$ cat config.mk
export PLATFORM = sky130hd
export DESIGN_NAME = generate_guess_stream
export DESIGN_NICKNAME = d
export VERILOG_FILES = /design/src/rtl/generate_guess_stream.sv
export SDC_FILE = /design/constraint.sdc
export NUM_CORES = 1
export LEC_CHECK = 0
export ABC_AREA = 1
export CORE_MARGIN = 2
export CORE_UTILIZATION = 48
export DETAILED_ROUTE_END_ITERATION = 16
export PLACE_DENSITY = 0.94
export RECOVER_POWER = 25
export SYNTH_ARGS = -nofsm -noshare
export SYNTH_HDL_FRONTEND = slang
export SYNTH_SLANG_ARGS = --single-unit
export TNS_END_PERCENT = 50
$ cat constraint.sdc
create_clock -name clk -period 3.93 [get_ports clk]
set_clock_uncertainty 0.1 [all_clocks]
set_input_delay 0.393 -clock clk [delete_from_list [all_inputs] [get_ports clk]]
set_output_delay 0.393 -clock clk [all_outputs]
set_load 0.005 [all_outputs]
$ cat src/rtl/generate_guess_stream.sv
// Brute-force guess generator: odometer enumeration of every string of length 1..MAX_LEN over [CHAR_MIN, CHAR_MAX].
// Optional macro GENERATE_GUESS_SEED_EN enables a loadable starting point (seed) for the enumeration.
module generate_guess_stream #(
    parameter int          MAX_LEN  = 16,
    parameter logic [7:0]  CHAR_MIN = 8'h20,
    parameter logic [7:0]  CHAR_MAX = 8'h7E,
    parameter int          CNT_W    = 48,
    localparam int         LW       = $clog2(MAX_LEN + 1)
) (
    input  logic                 clk,
    input  logic                 n_rst,
    input  logic                 start,
    input  logic                 stop,
    input  logic                 guess_ready,
    input  logic                 seed_load,
    input  logic [8*MAX_LEN-1:0] seed_chars,
    input  logic [LW-1:0]        seed_len,
    output logic [8*MAX_LEN-1:0] guess,
    output logic [8*MAX_LEN-1:0] guess_packed,
    output logic [LW-1:0]        guess_len,
    output logic                 guess_valid,
    output logic                 busy,
    output logic                 done,
    output logic [CNT_W-1:0]     guess_count
);

    localparam int GW = 8 * MAX_LEN;

    typedef enum logic [1:0] {
        S_IDLE = 2'd0,
        S_RUN  = 2'd1,
        S_DONE = 2'd2
    } state_t;

    state_t            state_q, state_d;
    logic [GW-1:0]     guess_q, guess_d;
    logic [GW-1:0]     packed_q, packed_d;
    logic [LW-1:0]     len_q, len_d;
    logic [CNT_W-1:0]  count_q, count_d;
    logic              valid_q, valid_d;
    logic              busy_q, busy_d;
    logic              done_q, done_d;

    logic [GW-1:0]     adv_chars_s;
    logic [LW-1:0]     adv_len_s;
    logic              adv_carry_s;
    logic              adv_final_s;
    logic [GW-1:0]     init_chars_s;
    logic [LW-1:0]     init_len_s;

    // Left-justified view: char i lands in byte (MAX_LEN-1-i); unused chars are zero so lower bytes stay zero.
    function automatic logic [GW-1:0] byte_reverse(input logic [GW-1:0] v);
        logic [GW-1:0] r;
        r = '0;
        for (int i = 0; i < MAX_LEN; i++) begin
            r[8*(MAX_LEN-1-i) +: 8] = v[8*i +: 8];
        end
        return r;
    endfunction

`ifdef GENERATE_GUESS_SEED_EN
    logic [GW-1:0] seed_chars_q, seed_chars_d;
    logic [LW-1:0] seed_len_q, seed_len_d;

    // Sanitize and capture a seed while not enumerating
    always_comb begin
        seed_chars_d = seed_chars_q;
        seed_len_d   = seed_len_q;
        if (seed_load && (state_q != S_RUN)) begin
            if ((seed_len == '0) || (int'(seed_len) > MAX_LEN)) begin
                seed_len_d = LW'(1);
            end else begin
                seed_len_d = seed_len;
            end
            for (int i = 0; i < MAX_LEN; i++) begin
                if (i >= int'(seed_len_d)) begin
                    seed_chars_d[8*i +: 8] = 8'h00;
                end else if ((seed_chars[8*i +: 8] < CHAR_MIN) || (seed_chars[8*i +: 8] > CHAR_MAX)) begin
                    seed_chars_d[8*i +: 8] = CHAR_MIN;
                end else begin
                    seed_chars_d[8*i +: 8] = seed_chars[8*i +: 8];
                end
            end
        end else begin
            seed_len_d = seed_len_q;
        end
    end

    // Seed storage
    always_ff @(posedge clk or negedge n_rst) begin
        if (!n_rst) begin
            seed_chars_q      <= '0;
            seed_chars_q[7:0] <= CHAR_MIN;
            seed_len_q        <= LW'(1);
        end else begin
            seed_chars_q <= seed_chars_d;
            seed_len_q   <= seed_len_d;
        end
    end

    assign init_chars_s = seed_chars_q;
    assign init_len_s   = seed_len_q;
`else
    logic unused_s;
    assign unused_s = ^{seed_load, seed_chars, seed_len};

    // Fixed starting point: a single CHAR_MIN
    always_comb begin
        init_chars_s      = '0;
        init_chars_s[7:0] = CHAR_MIN;
        init_len_s        = LW'(1);
    end
`endif

    // Odometer successor of the current guess; a carry out of the full-length guess marks the final one
    always_comb begin
        adv_chars_s = guess_q;
        adv_len_s   = len_q;
        adv_carry_s = 1'b1;
        adv_final_s = 1'b0;
        for (int i = 0; i < MAX_LEN; i++) begin
            if (adv_carry_s && (i < int'(len_q))) begin
                if (guess_q[8*i +: 8] == CHAR_MAX) begin
                    adv_chars_s[8*i +: 8] = CHAR_MIN;
                end else begin
                    adv_chars_s[8*i +: 8] = guess_q[8*i +: 8] + 8'd1;
                    adv_carry_s           = 1'b0;
                end
            end else begin
                adv_carry_s = adv_carry_s;
            end
        end
        if (adv_carry_s) begin
            if (int'(len_q) < MAX_LEN) begin
                adv_len_s = len_q + LW'(1);
                for (int i = 0; i < MAX_LEN; i++) begin
                    adv_chars_s[8*i +: 8] = (i <= int'(len_q)) ? CHAR_MIN : 8'h00;
                end
            end else begin
                adv_chars_s = guess_q;
                adv_final_s = 1'b1;
            end
        end else begin
            adv_final_s = 1'b0;
        end
    end

    // Control FSM and datapath next state; stop overrides everything including an accept
    always_comb begin
        state_d = state_q;
        guess_d = guess_q;
        len_d   = len_q;
        count_d = count_q;
        case (state_q)
            S_IDLE, S_DONE: begin
                if (start && !stop) begin
                    state_d = S_RUN;
                    guess_d = init_chars_s;
                    len_d   = init_len_s;
                    count_d = '0;
                end else begin
                    state_d = state_q;
                end
            end
            S_RUN: begin
                if (stop) begin
                    state_d = S_IDLE;
                end else if (guess_ready) begin
                    guess_d = adv_chars_s;
                    len_d   = adv_len_s;
                    count_d = (count_q == {CNT_W{1'b1}}) ? count_q : count_q + CNT_W'(1);
                    state_d = adv_final_s ? S_DONE : S_RUN;
                end else begin
                    state_d = S_RUN;
                end
            end
            default: begin
                state_d = S_IDLE;
            end
        endcase
        packed_d = byte_reverse(guess_d);
        valid_d  = (state_d == S_RUN);
        busy_d   = (state_d == S_RUN);
        done_d   = (state_d == S_DONE);
    end

    // State, guess and status registers
    always_ff @(posedge clk or negedge n_rst) begin
        if (!n_rst) begin
            state_q  <= S_IDLE;
            guess_q  <= '0;
            packed_q <= '0;
            len_q    <= '0;
            count_q  <= '0;
            valid_q  <= 1'b0;
            busy_q   <= 1'b0;
            done_q   <= 1'b0;
        end else begin
            state_q  <= state_d;
            guess_q  <= guess_d;
            packed_q <= packed_d;
            len_q    <= len_d;
            count_q  <= count_d;
            valid_q  <= valid_d;
            busy_q   <= busy_d;
            done_q   <= done_d;
        end
    end

    assign guess        = guess_q;
    assign guess_packed = packed_q;
    assign guess_len    = len_q;
    assign guess_valid  = valid_q;
    assign busy         = busy_q;
    assign done         = done_q;
    assign guess_count  = count_q;

endmodule

; ---- After elaboration in Yosys (flattened, before gate mapping)
; Index checks and enable logic that the tools add are counted.
[word_totals]
regBits = 313
latch_bits = 0
mem_bits_rw = 0
romBits = 0
inputBits = 139
output_inout_bits = 312
word_cells = 209
n_memories = 0
[classes]
add_sub_neg = 18
multipliers = 0
n_div = 0
order_cmp = 32
n_eq_ne = 27
shift = 0
muxes = 103
bitwise = 0
reduce_logical = 22
[ops]
columns = cell, n
row1 = two-way mux 128 bit, 5
row2 = two-way mux 8 bit, 32
row3 = one-hot mux 128 bit (2 select lines), 1
row4 = two-way mux 48 bit, 4
row5 = adder 8 x 1 -> 8 bit (second input constant), 16
row6 = == test 8 x 7 -> 1 bit (second input constant), 16
row7 = one-hot mux 48 bit (2 select lines), 1
row8 = two-way mux 6 bit, 15
row9 = adder 48 x 1 -> 48 bit (second input constant), 1
row10 = == test 48 bit (second input constant), 1
row11 = <= comparator 4 x 5 -> 1 bit (first input constant), 8
row12 = < comparator 4 x 5 -> 1 bit (first input constant), 8
row13 = two-way mux 1 bit, 34
row14 = two-way mux 5 bit, 5
row15 = <= comparator 3 x 5 -> 1 bit (first input constant), 4
row16 = < comparator 3 x 5 -> 1 bit (first input constant), 4
row17 = logical AND 1 bit, 16
row18 = inequality test 2 bit (second input constant), 6
row19 = <= comparator 2 x 5 -> 1 bit (first input constant), 2
row20 = < comparator 1 x 5 -> 1 bit (first input constant), 2
row21 = < comparator 2 x 5 -> 1 bit (first input constant), 2
row22 = one-hot mux 5 bit (2 select lines), 1
row23 = two-way mux 2 bit, 4
row24 = AND reduction 6 bit, 1
row25 = 11 further kinds, 13

; ---- Longest topological paths before layout
[depth]
ltp_word = 39
mapped_depth = 24
mapped_depth_nobuf = 24

; ---- Worst setup path before layout
; Ideal clock, no wire load.
[synth_path]
path_type = register to register
start = reg (tool-made name)
end = reg (tool-made name)
setup_ns = 0.126
t_arrival_ns = 2.900
required_time_ns = 3.704
setup_slack_ns = 0.804
stages_incl_launch_ff = 24
path_buffers = 2
period_less_slack_ns = 3.126
cell_sequence = dfrtp_1 -> inv_1 -> ha_1 -> nand2_1 -> nor2_1 -> nand2_1 -> nand2_2 -> o21ai_1 -> a21oi_2 -> o221ai_2 -> a21oi_2 -> o221ai_2 -> a21oi_2 -> o221ai_2 -> a21oi_4 -> o21ai_2 -> a21oi_4 -> o21ai_4 -> nor2_4 -> nor2_2 -> buf_6 -> buf_6 -> nand2_1 -> o21ai_1

==> impl_metrics.tcl <==
set metrics [dict create \
    post-route-cell-area_sq_um 17420 \
    wl_mm 46.00 \
    dr.pass1.iters 7 \
    cts-root-buf "clkbuf_16" \
    synth_edf_count 0 \
    synth-async-reset-ratio_pct 100.0 \
    synth_top_area_share_pct 33.24 \
    syn_nets 2165 \
    syn_avg_cell_area_sq_um 6.998 \
    mostFrequentLayoutCells "461 x nand2_1, 315 x clkdlybuf4s50_1, 252 x inv_1" \
    hold_path.class "register to register" \
    tightest_slew_ps 2781 \
    critical_path.startpoint_type "register" \
    worstRegToRegCells 21 \
    chipHeight_um 174.3 \
    dieArea_sq_um 30390 \
    seq_area_frac_synth_pct 33.24 \
    arrival_ps 4050 \
    yosys.area.top_type "dfrtp_1" \
    grt_use_total_pct 28.76 \
    leakage_nw 7.422 \
    slew_violations 106 \
    finish.utilization_pct 60.87 \
    start_util_pct 48.65 \
    antenna_found_initial 0 \
    holdPathStages 1 \
    powerDensity_nw_per_um2 604.3 \
    grt_pass1_vias 14420 \
    drtIter0Drc 1550 \
    coreArea_sq_um 28630 \
    synthTopCellsByArea "dfrtp_1 33%, nand2_1 12%, buf_4 7.1%" \
    hold_viol 0 \
    synth_cell_type_count 57 \
    yosysWarnings 0 \
    final_nets 2365 \
    syn_inst 1990 \
    ys_ff_latch 185 \
    cts_sinks 185 \
    critical-path-slowest-cell "dfrtp_1" \
    via_per_inst 5.789 \
    die_w_um 174.3 \
    place_area_sq_um 16690 \
    dp_hpwl_mm 31.04 \
    endpoint_kind "register" \
    clock.fmax_mhz 260.2 \
    ir_worst_vdd_uv 552.6 \
    crit_chain "inv_2 -> ha_1 -> nand2_1 -> nor2_2 -> nand2_2 -> nand2_2 -> o21ai_2 -> a21oi_2 -> o221ai_2 -> a21oi_2 -> o221ai_2 -> a21oi_2 -> o221ai_2 -> a21oi_4 -> o21ai_2 -> a21oi_4 -> buf_4 -> o211ai_4 -> buf_12 -> o211ai_1 -> o21ai_0" \
    worstSetupPathType "register to register" \
    min_to "guess_count[25]" \
    wl_per_cell_um 17.79 \
    synth_flop_cell "dfrtp_1" \
    relSlewSlack_pct -85.43 \
    drtAntennaViolNets 0 \
    grt_pass1_wl_mm 71.64 \
    fin_tns_setup_ps 0 \
    violations "capacitance limit, slew limit" \
    place_congestion 0.9494 \
    cts_hold_buffers 0 \
    vias 14970 \
    finalSetupViolCount 0 \
    drc 0 \
    rsz0062_at_grt "true" \
    io_buffers 316 \
    cp_top_family "compound AO/OA/AOI/OAI gates" \
    status "complete, but fails checks" \
    holdWs_ps 405.4 \
    synthToLayoutAreaGrowth_pct 25.12 \
    maxCapViolCount 1 \
    grt_max_degree 106 \
    drive_gt1_share_pct 6.585 \
    cts_max_level 4 \
    final_common_cell "nand2_1" \
    diodes 0 \
    num_rows 62 \
    cts_inserted_buffers 17 \
    clockBufferDepth 2 \
    layout_min_cycle_time_ps 3843 \
    worstSkewPairLatency_ps 450 \
    r2r_setup_slack_ps 90 \
    clk_pin_slew_ps 80 \
    cp.required_ps 4140 \
    total_power_mw 10.53 \
    max_stage_delay_ps 420 \
    crit_path_max_fanout 90 \
    overflow 0 \
    tritoncts "built" \
    crit_buf_inv 3 \
    fin_crit_sh_pct 97.79 \
    synth_area_sq_um 13930 \
    hp-start "guess_count[25]" \
    ios 451 \
]
## cells in the mapped netlist, types with 3 or more instances
library cell,count
xor2_1,38
buf_6,7
o21ai_0,147
a21oi_2,5
nor2_2,8
o21ai_2,5
o22ai_1,23
a21oi_1,97
inv_2,6
o221ai_2,4
and3_1,7
nand2_1,462
clkbuf_1,34
o311ai_0,3
nor2_1,134
nor4_1,13
o211ai_1,28
o31ai_1,7
a22oi_1,5
ha_1,36
nor3_1,53
o221ai_1,16
nor2_4,4
nand3_1,141
nand4_1,26
buf_4,132
nand3b_1,5
buf_1,8
inv_1,254
o21a_1,4
buf_2,10
o21ai_1,35
xnor2_1,15
dfrtp_1,185
## cell families (layout without fill, tap and decap cells)
group                    Yosys count  after routing  synth area share (%)
flip-flops                       185            185                 33.24
XOR/XNOR                          53             53                 3.333
AND/OR/NAND/NOR                  863            864                 26.72
buffers and inverters            454            665                 16.27
adder cells (fa/ha/maj)           36             36                 3.234
AO/OA/AOI/OAI                    399            399                 17.20
## final cells by class
cell class | instances | area, sq um
flip-flops and latches | 185 | 4629
inverters | 263 | 988.4
clock buffers | 18 | 439.2
repair buffers | 371 | 3675
multi-input cells | 1352 | 7081
clock inverters | 13 | 131.4
fillers | 2402 | 11200
well taps | 384 | 480.5
## layer usage
| layer | GRT usage [%] | vias to the layer above | share of wire [%] |
|---|---|---|---|
| met4 | 12.08 | 0 | 3.5 |
| met3 | 5.052 | 144 | 10 |
| met5 | 0 | - | 0 |
| met1 | 35.02 | 7014 | 38 |
| li1 | - | 6836 | - |
| met2 | 50.08 | 976 | 49 |
## worst register-to-register path, stage by stage (launching register included)
cell	delay, ps
dfrtp_1	420
inv_2	100
ha_1	160
nand2_1	70
nor2_2	120
nand2_2	90
nand2_2	130
o21ai_2	90
a21oi_2	180
o221ai_2	150
a21oi_2	190
o221ai_2	130
a21oi_2	210
o221ai_2	170
a21oi_4	200
o21ai_2	100
a21oi_4	160
buf_4	150
o211ai_4	80
buf_12	210
o211ai_1	400
o21ai_0	100
## worst max-delay path by stage
stage | from | endpoint | slack, ps | cells past startpoint
2_1_floorplan | register | register | 800 | 23
3_3_place_gp | register | register | 220 | 22
3_5_place_dp | register | register | 50 | 22
4_1_cts | register | register | 30 | 22
5_1_grt | register | register | -40 | 23
6_report | register | register | 90 | 21
## metrics by stage
stage	worst slack, ps	cells
detailed placement	48.05	2543
CTS	31.46	2574
global route	-44.62	2586
finish	86.71	2586
global placement	216.4	2543
floorplan	803.8	1990
## report_power, final
group / leakage [nW] / switching [mW] / internal (mW)
combinational: 4.59 / 2.88 / 2.83
sequential: 2.55 / 0.778 / 2.31
clock: 0.276 / 0.869 / 0.858
## repair_timing
item	in CTS	in global routing
resized for setup	0	11
buffers inserted	0	7
endpoints found under the setup margin	0	126
No activity file was read; power rests on OpenSTA's default activity.
